<file path="src/rtl/pipeline_hazard_controller.sv">
// Stall/flush sequencer for the 5-stage pipeline: load-use stalls, taken-branch
// flushes and data-memory waits, with saturating perf counters and a timeout flag.
module pipeline_hazard_controller #(
  parameter int unsigned CNT_W           = 16,
  parameter int unsigned MEM_TIMEOUT     = 64,
  parameter bit          FLUSH_ON_BRANCH = 1'b1
) (
  input  logic             clk,
  input  logic             reset,
  input  logic [4:0]       dec_aa,
  input  logic [4:0]       dec_ab,
  input  logic             dec_uses_aa,
  input  logic             dec_uses_ab,
  input  logic             dec_br_taken,
  input  logic             ex_mem_read,
  input  logic [4:0]       ex_aw,
  input  logic             ex_reg_write,
  input  logic             mem_access,
  input  logic             mem_ready,
  output logic             pc_write,
  output logic             fd_write,
  output logic             fd_flush,
  output logic             de_write,
  output logic             de_bubble,
  output logic             em_write,
  output logic             mw_bubble,
  output logic [CNT_W-1:0] stall_count,
  output logic [CNT_W-1:0] flush_count,
  output logic             mem_error
);

  localparam int unsigned WaitW = $clog2(MEM_TIMEOUT + 1);
  localparam logic [WaitW-1:0] TimeoutCnt = WaitW'(MEM_TIMEOUT);

  typedef enum logic [1:0] {StRun, StStall, StWait} state_e;

  state_e           state_q, state_d;
  logic [WaitW-1:0] wait_cnt_q, wait_cnt_d;
  logic             memwait, loaduse, br_flush;

  assign memwait  = mem_access && !mem_ready;
  // Register 31 is hard-wired zero, so it never carries a dependency.
  assign loaduse  = ex_mem_read && ex_reg_write && (ex_aw != 5'd31) &&
                    ((dec_uses_aa && (dec_aa == ex_aw)) || (dec_uses_ab && (dec_ab == ex_aw)));
  assign br_flush = dec_br_taken && FLUSH_ON_BRANCH;

  always_comb begin
    state_d   = state_q;
    pc_write  = 1'b1;
    fd_write  = 1'b1;
    de_write  = 1'b1;
    em_write  = 1'b1;
    fd_flush  = 1'b0;
    de_bubble = 1'b0;
    mw_bubble = 1'b0;

    if (memwait) begin
      // Memory wait freezes everything from any state and drains a bubble into Wb.
      pc_write  = 1'b0;
      fd_write  = 1'b0;
      de_write  = 1'b0;
      em_write  = 1'b0;
      mw_bubble = 1'b1;
      state_d   = StWait;
    end else begin
      unique case (state_q)
        StRun: begin
          if (loaduse) begin
            pc_write  = 1'b0;
            fd_write  = 1'b0;
            de_bubble = 1'b1;
            state_d   = StStall;
          end else begin
            fd_flush = br_flush;
          end
        end
        StStall: begin
          fd_flush = br_flush;
          state_d  = StRun;
        end
        StWait: begin
          // Release cycle: hazards are re-evaluated once back in RUN.
          state_d = StRun;
        end
        default: state_d = StRun;
      endcase
    end

    if (reset) begin
      pc_write  = 1'b0;
      fd_write  = 1'b0;
      de_write  = 1'b0;
      em_write  = 1'b0;
      fd_flush  = 1'b1;
      de_bubble = 1'b1;
      mw_bubble = 1'b1;
    end
  end

  // Counts every cycle spent heading into or held in WAIT, saturating at the timeout.
  always_comb begin
    wait_cnt_d = '0;
    if (state_d == StWait) begin
      wait_cnt_d = (wait_cnt_q == TimeoutCnt) ? wait_cnt_q : wait_cnt_q + WaitW'(1);
    end
  end

  always_ff @(posedge clk) begin
    if (reset) begin
      state_q     <= StRun;
      wait_cnt_q  <= '0;
      stall_count <= '0;
      flush_count <= '0;
      mem_error   <= 1'b0;
    end else begin
      state_q    <= state_d;
      wait_cnt_q <= wait_cnt_d;
      if (!pc_write && (stall_count != '1)) begin
        stall_count <= stall_count + CNT_W'(1);
      end
      if (fd_flush && (flush_count != '1)) begin
        flush_count <= flush_count + CNT_W'(1);
      end
      if (wait_cnt_d == TimeoutCnt) begin
        mem_error <= 1'b1;
      end
    end
  end

endmodule

</file>
<file path="config.mk">
export PLATFORM = sky130hd
export DESIGN_NAME = pipeline_hazard_controller
export DESIGN_NICKNAME = d
export VERILOG_FILES = /design/src/rtl/pipeline_hazard_controller.sv
export SDC_FILE = /design/constraint.sdc
export NUM_CORES = 1
export LEC_CHECK = 0
export ABC_AREA = 1
export CAP_MARGIN = 20
export CORE_ASPECT_RATIO = 1.25
export CORE_UTILIZATION = 53
export DETAILED_ROUTE_END_ITERATION = 10
export PLACE_DENSITY = 0.85
export SLEW_MARGIN = 20
export SYNTH_ARGS = -nofsm -noshare
export SYNTH_HDL_FRONTEND = slang
export SYNTH_SLANG_ARGS = --single-unit
</file>
<file path="constraint.sdc">
create_clock -name clk -period 2.58 [get_ports clk]
set_input_delay 0.258 -clock clk [delete_from_list [all_inputs] [get_ports clk]]
set_output_delay 0.258 -clock clk [all_outputs]
set_load 0.02 [all_outputs]
</file>
# After elaboration in Yosys (flattened, before gate mapping)
# Index checks and enable logic that the tools add are counted.
op_classes:
  add_sub_neg: 3
  shift: 0
  n_bitwise: 0
  multipliers: 0
  magnitude_cmp: 0
  n_div: 0
  n_eq_ne: 9
  reduce_logical: 12
  mux: 21
ops:
  columns: ["op", "count"]
  rows:
  - ["16-bit by 1-bit adder with 16-bit output (second input constant)", 2]
  - ["16-bit != test (second input constant)", 2]
  - ["1-bit two-way mux", 15]
  - ["7-bit equality test (second input constant)", 2]
  - ["7-bit two-way mux", 2]
  - ["5-bit equality test", 2]
  - ["1-bit logical AND", 8]
  - ["7-bit by 1-bit adder with 7-bit output (second input constant)", 1]
  - ["2-bit two-way mux", 3]
  - ["5-bit != test (second input constant)", 1]
  - ["2-bit by 1-bit equality test with 1-bit output (second input constant)", 1]
  - ["2-bit equality test (second input constant)", 1]
  - ["1-bit logical NOT", 2]
  - ["2-bit logical NOT", 1]
  - ["1-bit case mux with 2 select lines", 1]
  - ["1-bit logical OR", 1]
totals:
  mem_bits_rw: 0
  output_inout_bits: 40
  latch_bits: 0
  romBits: 0
  regBits: 42
  word_cells: 50
  in_bits: 24
  mem_count: 0

# Longest topological paths before layout
logic_depth:
  word_depth: 10
  depth_mapped: 13
  depth_no_buf: 12

# Worst setup path before layout
# Ideal clock, no wire load.
synth_timing:
  path_type: "register -> register"
  start: "register flush_count[0]"
  end: "register flush_count[0]"
  path_stages_with_launch: 8
  setup_time_ns: 0.115
  required_time_ns: 2.465
  arrival_time_ns: 1.719
  n_path_buf: 1
  synth_period_minus_slack_ns: 1.834
  setup_slack_ns: 0.746
  path_cell_list: "dfxtp_1 > ha_1 > nand3_1 > nor3_4 > nand4_4 > buf_2 > a21oi_1 > nor2_1"
synth_between:
  elab_chain_len: 2
  word_cells_on_any_way: 3
  cone_classes: "add/sub (1); eq/ne (1); reduce/logical (1)"
synth_rtl:
  columns: ["element", "line_no", "text"]
  rows:
  - ["start: declaration", "28", "output logic [CNT_W-1:0] flush_count,"]
  - ["start signal: assignment", "122", "flush_count <= flush_count + CNT_W'(1);"]
  - ["parallel branches: the longest is 2 deep, another holds 16-bit by 1-bit adder with 16-bit output", null, null]
# Several ways; the timed one is not identified.
# A chain may end at the register's enable or synchronous reset.

# Worst setup path after layout
layout_timing:
  start: "input port ex_aw[3]"
  end: "output port de_bubble"
layout_between:
  elab_chain_len: 8
  word_cells_on_any_way: 12
  cone_classes: "eq/ne (3); mux (4); reduce/logical (5)"
layout_rtl:
  columns: ["element", "line_no", "text"]
  rows:
  - ["start: declaration", "16", "input logic [4:0] ex_aw,"]
  - ["5-bit equality test", "44", "((dec_uses_aa && (dec_aa == ex_aw)) || (dec_uses_ab && (dec_ab == ex_aw)));"]
  - ["1-bit logical AND", "44", null]
  - ["1-bit logical OR", "44", null]
  - ["1-bit logical AND *", "43", "assign loaduse = ex_mem_read && ex_reg_write && (ex_aw != 5'd31) &&"]
  - ["1-bit two-way mux *", "68", "if (loaduse) begin"]
  - ["1-bit two-way mux *", "66", "unique case (state_q)"]
  - ["1-bit two-way mux *", "57", "if (memwait) begin"]
  - ["1-bit two-way mux *", "89", "if (reset) begin"]
  - ["end: declaration", "24", "output logic de_bubble,"]
# Mark *: on every way between the ends. The rest lies on a longest branch, timed or not.

==> results.cfg <==
[routing]
vias = 2690
detail-route-antenna-nets = 0
drt_wl_total_um = 6326
drtPass1Iterations = 4
routedWlPerCell_um = 12.38
drt_iter0_drc = 250
viasPerCell = 5.264
drc = 0

[yosys]
ys.flop_type = dfxtp_1
ys_ff_latch = 42
synthesis.nets = 417
synth_edf_count = 0
netlist_area_um2 = 2569
yosys_warnings = 0
syn_inst = 389
ys_seq_area_share_pct = 32.73
synthArstFlopShare_pct = 0
avgSynthCellArea_um2 = 6.603
synth_cell_types = 26

[run_status]
status = complete, no violations

[power]
seqPwrFrac_pct = 48.5
power_frac_clock_pct = 37.7
p_leak_uw = 0.001372
max-vdd-ir-drop_mv = 0.3741
internal_power_uw = 1034
p_comb_share_pct = 13.8
p_switching_uw = 345.5
power_density_nw_per_um2 = 411.8
swShare_pct = 25.05

[layout]
syn2layout_area_growth_pct = 30.39
fillers = 373
multi_input_area_um2 = 1481
final_util_pct = 73.99
diodes = 0
fin_nets = 480
layout-drive-gt1-share_pct = 5.077
seq_area_um2 = 840.8
fin_cells = 511

[sta]
tightest_slew_ps = 489.0
period_needed_ps = 2397
finalSetupViolations = 0
setup_ws_ps = 183.2
min_period_over_period_pct = 92.90
drv_slew = 0
fin_skew_ps = 10.21
finalSetupTns_ps = 0
max_freq_mhz = 417.2
rsz0062_at_grt = no
relSlewSlack_pct = 67.32
hold_viol = 0

[global_routing]
grt_pass1_vias = 2603
grt_max_degree = 31
grtUsageMet2_pct = 49.79
grt_usage_pct = 26.67
top_usage_layer = met2
grt_overflow = 0
grt_pass1_wl_um = 10990
antenna_found_initial = 0
met3_usage_pct = 3.857
gr-usage-met1_pct = 29.71

[run]
drv_cap = 0

[hold_path]
hold_class = reg2reg

[clock_tree]
clk_pin_slew_worst_paths_ps = 80
cts_sinks = 42
cts.repair.resized = 0
cts_buffers = 5
cts_setup_buffers = 0
ctsHoldBuffers = 0
cts_tree = built
cts_root_buffer = clkbuf_8
clk_latency_ps = 300
h-tree-depth = 2
max-clock-path-buffers = 2

[placement]
place_ws_ps = 171.4
numPlacedInstances = 503
place.gp.congestion = 0.8670
place_hpwl_um = 4567
io_buffers = 63

[critical_path]
start_kind = primary input
cpMaxStageDelayCell = clkdlybuf4s50_1
critPathArrivalTime_ps = 2140
crit_type = in2out
worstPathRequired_ps = 2320
path_common_cell = nand2_1
cp_max_fo = 4
end_kind = output port
cpPeakStageDelay_ps = 630
path_buf_inv = 3
critPathTopFamily = buffers and inverters
path_cells = clkdlybuf4s50_1 -> inv_1 -> nand2_1 -> nand2_1 -> nor2_1 -> nand3_1 -> nand2_1 -> nand3_1 -> o21ai_0 -> clkdlybuf4s50_1

[floorplan]
dieHeight_um = 79.84
die_x_um = 64.27
ioPinCount = 64
die_area_um2 = 5131
design.core.area_um2 = 4527
start_util_pct = 56.74
rows = 27
-- tightest hold or removal path: stages, from the launching register on --
cell and delay, ps:
dfxtp_1 310, nand2_1 60, nand2_1 40
-- Yosys cell counts, types with 2 or more instances --
library cell / instances / share of area (%)
a21oi_1: 30 / 5.8
a21oi_2: 4 / 1.4
buf_2: 2 / 0.39
buf_4: 5 / 1.5
clkbuf_1: 5 / 0.73
dfxtp_1: 42 / 33
ha_1: 4 / 1.9
inv_1: 45 / 6.6
nand2_1: 104 / 15
nand3_1: 49 / 9.5
nand4_1: 7 / 1.7
nor2_1: 36 / 5.3
nor3_1: 14 / 2.7
o21ai_0: 4 / 0.78
xnor2_1: 7 / 2.4
xor2_1: 21 / 7.2
-- area by class of cell --
type / instances / area share [%]
multi-input cells: 289 / 44.23
flip-flops and latches: 42 / 25.10
clock inverters: 2 / 1.121
repair buffers: 69 / 20.17
well taps: 58 / 2.167
inverters: 45 / 5.043
clock buffers: 6 / 2.167
-- power by group through the flow --
stage               Combinational, uW  Clock (uW)  Sequential, uW
floorplan                        97.1           0             690
global placement                  186           0             683
detailed placement                191           0             683
CTS                               191         526             668
global route                      210         555             670
finish                            191         520             669
-- per-stage QoR --
step | power (uW) | cell area, um^2 | hold slack [ps]
2_1_floorplan | 787.5 | 2569 | 468.3
3_3_place_gp | 868.9 | 3239 | 437.2
3_5_place_dp | 873.9 | 3239 | 440.0
4_1_cts | 1386 | 3349 | 456.2
5_1_grt | 1434 | 3349 | 515.2
6_report | 1379 | 3349 | 452.1
-- registers in the layout (all words and copies together) (netlist names) --
signal,count
flush_count,16
stall_count,16
wait_cnt_q,7
state_q,2
mem_error,1
-- placed cells by master (no fill, tap or decap), drive strengths merged, types with 8 or more instances in the layout --
| cell type | count |
|---|---|
| a21oi | 34 |
| xor2 | 21 |
| nor2 | 37 |
| nand4 | 8 |
| nand2 | 106 |
| clkdlybuf4s50 | 63 |
| nor3 | 15 |
| nand3 | 50 |
| inv | 45 |
| dfxtp | 42 |
-- layer usage --
metal	vias to the layer above	part of all wire [%]	routed length, um
met5	-	0	0
met4	0	1.5	94
met3	14	5.4	341
met2	91	53	3322
met1	1212	41	2568
li1	1373	-	-
-- path summary, 6_finish.rpt --
| kind | from | endpoint | slack, ps | cells past startpoint |
|---|---|---|---|---|
| max | ex_aw[3] | de_bubble | 180 | 10 |
| min | mem_error$_SDFFE_PP0N_ | mem_error$_SDFFE_PP0N_ | 450 | 2 |
| max reg2reg | flush_count[0]$_SDFFE_PP0P_ | flush_count[3]$_SDFFE_PP0P_ | 530 | 7 |
| min reg2reg | mem_error$_SDFFE_PP0N_ | mem_error$_SDFFE_PP0N_ | 450 | 2 |
-- logic make-up (layout without fill, tap and decap cells) --
group	count (synthesis)	in the layout	share of synthesized area, %
and+or+nand+nor	218	218	37.80
buffers and inverters	58	122	9.596
DFF	42	42	32.73
AOI/OAI and AO/OA	39	39	8.378
xor gates and xnor gates	28	28	9.547
adders and majority gates	4	4	1.948
(Power assumes the default switching activity.)
